### config.mk
export PLATFORM = sky130hd
export DESIGN_NAME = status_flag_unit
export DESIGN_NICKNAME = d
export VERILOG_FILES = /design/src/rtl/status_flag_pkg.sv /design/src/rtl/flag_stack.sv /design/src/rtl/status_flag_unit.sv
export SDC_FILE = /design/constraint.sdc
export NUM_CORES = 1
export LEC_CHECK = 0
export CORE_MARGIN = 5
export CORE_UTILIZATION = 24
export DETAILED_ROUTE_END_ITERATION = 16
export GPL_TIMING_DRIVEN = 0
export PLACE_DENSITY = 0.9
export SYNTH_ARGS = -nofsm -noshare
export SYNTH_HDL_FRONTEND = slang
export SYNTH_HIERARCHICAL = 1
export SYNTH_SLANG_ARGS = --single-unit
### constraint.sdc
create_clock -name clock -period 2.2 [get_ports clock]
set_clock_uncertainty 0.2 [all_clocks]
set_input_delay 0.22 -clock clock [delete_from_list [all_inputs] [get_ports clock]]
set_output_delay 0.22 -clock clock [all_outputs]
set_load 0.02 [all_outputs]
### src/rtl/status_flag_pkg.sv
// Shared encodings for the status flag unit:
// op_class values, {N,Z,C,V} bit indices, flag width.
package status_flag_pkg;

  localparam int FLAG_W = 4;

  localparam int FLAG_N = 3;
  localparam int FLAG_Z = 2;
  localparam int FLAG_C = 1;
  localparam int FLAG_V = 0;

  typedef enum logic [1:0] {
    OP_NONE  = 2'd0,
    OP_ADD   = 2'd1,
    OP_SUB   = 2'd2,
    OP_LOGIC = 2'd3
  } op_class_e;

endpackage

### src/rtl/flag_stack.sv
// LIFO of saved {N,Z,C,V} flags; ignores overflow,
// underflow and push+pop. Ports: clock, reset,
// push, pop, wdata, rdata (top entry), full, empty.
module flag_stack
  import status_flag_pkg::*;
#(
  parameter int STACK_DEPTH = 4
) (
  input  logic              clock,
  input  logic              reset,
  input  logic              push,
  input  logic              pop,
  input  logic [FLAG_W-1:0] wdata,
  output logic [FLAG_W-1:0] rdata,
  output logic              full,
  output logic              empty
);

  localparam int AW = $clog2(STACK_DEPTH);
  localparam logic [AW:0] FULL_CNT =
    (AW+1)'(STACK_DEPTH);

  logic [FLAG_W-1:0] r_mem [STACK_DEPTH];
  logic [AW:0]       r_count;
  logic              r_full;
  logic              r_empty;
  logic [AW:0]       w_count_nxt;
  logic              w_push_ok;
  logic              w_pop_ok;
  logic [AW-1:0]     w_top_idx;

  assign w_push_ok = push & ~pop & ~r_full;
  assign w_pop_ok  = pop & ~push & ~r_empty;

  // Top entry sits one below the count.
  assign w_top_idx = AW'(r_count - 1'b1);
  assign rdata     = r_mem[w_top_idx];

  always_comb begin
    w_count_nxt = r_count;
    unique case (1'b1)
      w_push_ok: w_count_nxt = r_count + 1'b1;
      w_pop_ok:  w_count_nxt = r_count - 1'b1;
      default:   w_count_nxt = r_count;
    endcase
  end

  always_ff @(posedge clock) begin
    if (reset) begin
      r_count <= '0;
      r_full  <= 1'b0;
      r_empty <= 1'b1;
    end else begin
      r_count <= w_count_nxt;
      r_full  <= (w_count_nxt == FULL_CNT);
      r_empty <= (w_count_nxt == '0);
    end
  end

  always_ff @(posedge clock) begin
    if (!reset && w_push_ok)
      r_mem[AW'(r_count)] <= wdata;
  end

  assign full  = r_full;
  assign empty = r_empty;

endmodule

### src/rtl/status_flag_unit.sv
// Registered N/Z/C/V flags from ALU result, MSR-style
// writes, optional save/restore stack (FLAG_STACK_EN).
// Ports: clock, reset, result, op_a_msb, op_b_msb,
// alu_carry, shift_carry, op_class, update, flag_wr,
// flag_wdata, push, pop -> Neg, Zer, Carry, V,
// stack_full, stack_empty, stack_err.
module status_flag_unit
  import status_flag_pkg::*;
#(
  parameter int DATA_WIDTH  = 32,
  parameter int STACK_DEPTH = 4
) (
  input  logic                  clock,
  input  logic                  reset,
  input  logic [DATA_WIDTH-1:0] result,
  input  logic                  op_a_msb,
  input  logic                  op_b_msb,
  input  logic                  alu_carry,
  input  logic                  shift_carry,
  input  logic [1:0]            op_class,
  input  logic                  update,
  input  logic                  flag_wr,
  input  logic [FLAG_W-1:0]     flag_wdata,
  input  logic                  push,
  input  logic                  pop,
  output logic                  Neg,
  output logic                  Zer,
  output logic                  Carry,
  output logic                  V,
  output logic                  stack_full,
  output logic                  stack_empty,
  output logic                  stack_err
);

  logic [FLAG_W-1:0] r_flags;
  logic [FLAG_W-1:0] w_calc;
  logic [FLAG_W-1:0] w_next;
  logic [FLAG_W-1:0] w_pop_data;
  logic              w_pop_ok;
  logic              w_res_msb;
  logic              w_res_zero;

  assign w_res_msb  = result[DATA_WIDTH-1];
  assign w_res_zero = (result == '0);

  always_comb begin
    w_calc = r_flags;
    unique case (1'b1)
      (op_class == OP_ADD): begin
        w_calc[FLAG_N] = w_res_msb;
        w_calc[FLAG_Z] = w_res_zero;
        w_calc[FLAG_C] = alu_carry;
        w_calc[FLAG_V] = (op_a_msb == op_b_msb) &&
                         (w_res_msb != op_a_msb);
      end
      (op_class == OP_SUB): begin
        w_calc[FLAG_N] = w_res_msb;
        w_calc[FLAG_Z] = w_res_zero;
        w_calc[FLAG_C] = alu_carry;
        w_calc[FLAG_V] = (op_a_msb != op_b_msb) &&
                         (w_res_msb != op_a_msb);
      end
      (op_class == OP_LOGIC): begin
        w_calc[FLAG_N] = w_res_msb;
        w_calc[FLAG_Z] = w_res_zero;
        w_calc[FLAG_C] = shift_carry;
      end
      default: w_calc = r_flags;
    endcase
  end

  always_comb begin
    w_next = r_flags;
    if (w_pop_ok)
      w_next = w_pop_data;
    else if (flag_wr)
      w_next = flag_wdata;
    else if (update)
      w_next = w_calc;
  end

  always_ff @(posedge clock) begin
    if (reset) r_flags <= '0;
    else       r_flags <= w_next;
  end

`ifdef FLAG_STACK_EN
  logic w_full;
  logic w_empty;
  logic r_err;

  // Push saves r_flags, i.e. the pre-write value.
  flag_stack #(
    .STACK_DEPTH(STACK_DEPTH)
  ) u_stack (
    .clock (clock),
    .reset (reset),
    .push  (push),
    .pop   (pop),
    .wdata (r_flags),
    .rdata (w_pop_data),
    .full  (w_full),
    .empty (w_empty)
  );

  assign w_pop_ok = pop & ~push & ~w_empty;

  always_ff @(posedge clock) begin
    if (reset)
      r_err <= 1'b0;
    else if ((push & pop) | (push & w_full) |
             (pop & w_empty))
      r_err <= 1'b1;
  end

  assign stack_full  = w_full;
  assign stack_empty = w_empty;
  assign stack_err   = r_err;
`else
  logic w_unused_stack;

  assign w_unused_stack = push ^ pop;
  assign w_pop_ok       = 1'b0;
  assign w_pop_data     = '0;
  assign stack_full     = 1'b0;
  assign stack_empty    = 1'b1;
  assign stack_err      = 1'b0;
`endif

  assign Neg   = r_flags[FLAG_N];
  assign Zer   = r_flags[FLAG_Z];
  assign Carry = r_flags[FLAG_C];
  assign V     = r_flags[FLAG_V];

endmodule

==> impl_results.md <==
* First-pass GRT wire length at 2.55 mm
* Pin count of the biggest net entering global routing at 9
* Core area at roughly 1500 sq um
* DRC at 0
* DP Worst Slack at -6.24 ps
* Final worst-path setup slack at around 240 ps
* GRT overflow at 0
* Skew-Pair Late Insertion Delay at 230 ps
* Vias/cell at 4.73
* Fmax achieved at approximately 510 MHz
* MaxCap Viol Count at 0
* Synth warn at 6
* Pwr dens at 341 nW/um^2
* Max-slew violation count at 0
* Die Span X at 49.8 um
* P_int at roughly 0.24 mW
* # diodes at 0
* Vias in the first global route at around 590
* Crit path DAT at 1920 ps
* Clock tree from TritonCTS: yes
* Sequential share of power at 0.261
* Seq/Total Area, Yosys at 0.211
* Worst-case clock buffer depth at 2
* Critical Path Sink Type: flop
* Number of flip-flops under the largest register name at 4
* Non-filler cells, final at 116
* Number of placed instances, taps included at 113
* Worst Path Required at 2160 ps
* Leak at around 0.36 nW
* Hold-fix buffers, CTS at 0
* CTS sink cnt at 4
* Initial antenna violation count at 0
* Critical Path Fanout Max at 4
* RD Place Congestion at 0.701
* Switching power at between 0.07 and 0.08 mW
* Post-Route WL at 1.57 mm
* Fin crit period at 1960 ps
* Post-DRT Antenna Nets at 0
* Clock share of power at 0.286
* Number of distinct library cells after synthesis at 20
* CP Launch Type: primary input
* Postcts setup bufs at 0
* IO Port Bufs at 48
* Largest Register: r_flags
* H-tree depth at 1
* Synth-to-layout area growth at 138%
* Root buf cell: clkbuf_4
* FP Rows at 14
* Mean Syn Cell Area at 7.92 sq um
* Total CTS buffers at 3
* VDD IR max at 0.251 mV
* Fin crit share at 0.892
* Die Footprint at about 2500 sq um
* Die H at 49.8 um
* Outcome: complete, no violations
* Initial DRC count at 3
* Post-CTS Resized at 0
* Cells after synthesis at 48
* DR vias at 549
* Combinational cell fraction of total power at 0.454
* Sw Share at 0.239
* Post-DP HPWL at between 1 and 1.5 mm
* Final Hold Viols at 0
* Drt pass-1 iters at 4
* Clock Pin Slew Worst Setup and Hold Paths at about 40 ps
* Worst hold path type: in2reg
* GRT Util Overall at 0.133
* Fill count at approximately 140
* Io pins at 55
* #FFs+latches synth at 4
* Nets at between 150 and 200
* Layout cell share with drive strength beyond 1 at 0.0800
* Wire length per cell at 13.5 um
* Largest regs: r_flags (4)
* Final setup fails at 0
* RSZ-0062 raised after global routing: false
* Initial core utilization at 0.252
* Worst Setup Path Type: in2reg
* Mapped cell area at 380 sq um
==> worst max-delay path, cell delays in order <==
cell             delay, ps
clkdlybuf4s50_1        520
inv_1                   60
ha_1                   280
nand2b_1                70
a21oi_1                140
or4_1                  510
o22ai_2                120
==> layer usage <==
metal,up-vias,wire [um],global-route usage
met4,0,0,0.0393
met3,0,126,0.0693
met5,-,0,0
met1,256,502,0.114
li1,276,-,-
met2,17,935,0.258
==> Yosys cell counts <==
cell | n | area [sq um]
nand4_1 | 1 | 6.26
nor4_1 | 7 | 43.8
nand2b_1 | 3 | 18.8
and4_1 | 1 | 8.76
conb_1 | 2 | 7.51
a21oi_1 | 3 | 15.0
dfxtp_1 | 4 | 80.1
nand2_1 | 2 | 7.51
or4_1 | 2 | 15.0
xnor2_1 | 1 | 8.76
mux2i_1 | 4 | 40.0
o21ai_0 | 3 | 15.0
buf_4 | 3 | 22.5
o22ai_2 | 1 | 12.5
ha_1 | 3 | 37.5
nor2_1 | 2 | 7.51
a22oi_1 | 1 | 7.51
clkbuf_1 | 1 | 3.75
mux2_2 | 1 | 11.3
inv_1 | 3 | 11.3
==> stage by stage <==
stage / TNS (ps) / util / power [mW] / instance area (sq um) / hold WS (ps)
floorplan: 0 / - / 0.125 / 384 / 89.1
global placement: 0 / 0.587 / 0.219 / 885 / 282
detailed placement: -6.24 / 0.587 / 0.223 / 885 / 290
CTS: 0 / 0.602 / 0.317 / 907 / 161
global route: 0 / 0.602 / 0.335 / 907 / 199
finish: 0 / 0.602 / 0.309 / 907 / 167
==> power groups by stage <==
stage               Clock (mW)  Sequential [mW]  Combinational (mW)
detailed placement           0           0.0816               0.141
CTS                     0.0942           0.0807               0.142
finish                  0.0884           0.0806               0.140
floorplan                    0           0.0881              0.0371
global route             0.103           0.0812               0.151
global placement             0           0.0815               0.137
==> cell families (layout without fill, tap and decap cells) <==
logic type	after synthesis	in the layout	share of synthesized area
simple gates	18	18	0.283
fa+ha+maj	3	3	0.0987
buf+inv	7	58	0.0987
xor+xnor	1	1	0.0230
other cells	2	3	0.0197
mux	5	5	0.135
compound gates	8	8	0.132
flops	4	4	0.211
==> final cells by class <==
type	count	area, sq um	area share
timing repair buffer	48	480	0.530
multi-input combinational	38	267	0.294
sequential	4	80.1	0.0883
buffer	4	26.3	0.0290
clock buffer	3	22.5	0.0248
tap	16	20.0	0.0221
inverter	3	11.3	0.0124
==> cells in the final DEF, fill, tap and decap left out <==
cell type / count
o22ai_2: 1
nand2_1: 2
nand2b_1: 3
buf_4: 3
and4_1: 1
or4_1: 2
nor4_1: 7
nand4_1: 1
a21oi_1: 3
nor2_1: 2
dfxtp_1: 4
a22oi_1: 1
o21ai_0: 3
mux2_2: 1
clkdlybuf4s50_1: 48
mux2i_1: 4
conb_1: 3
ha_1: 3
clkbuf_4: 3
xnor2_1: 1
inv_1: 3
clkbuf_1: 1
==> path summary, 6_finish.rpt <==
check	startpoint	to	slack (ps)	cells past startpoint
max	op_class[0]	r_flags[2]	240	7
min	flag_wr	r_flags[0]	170	3
max reg2reg	r_flags[0]	r_flags[0]	1210	4
min reg2reg	r_flags[1]	r_flags[1]	300	2
Note: power is estimated with default switching activity, not from simulation.
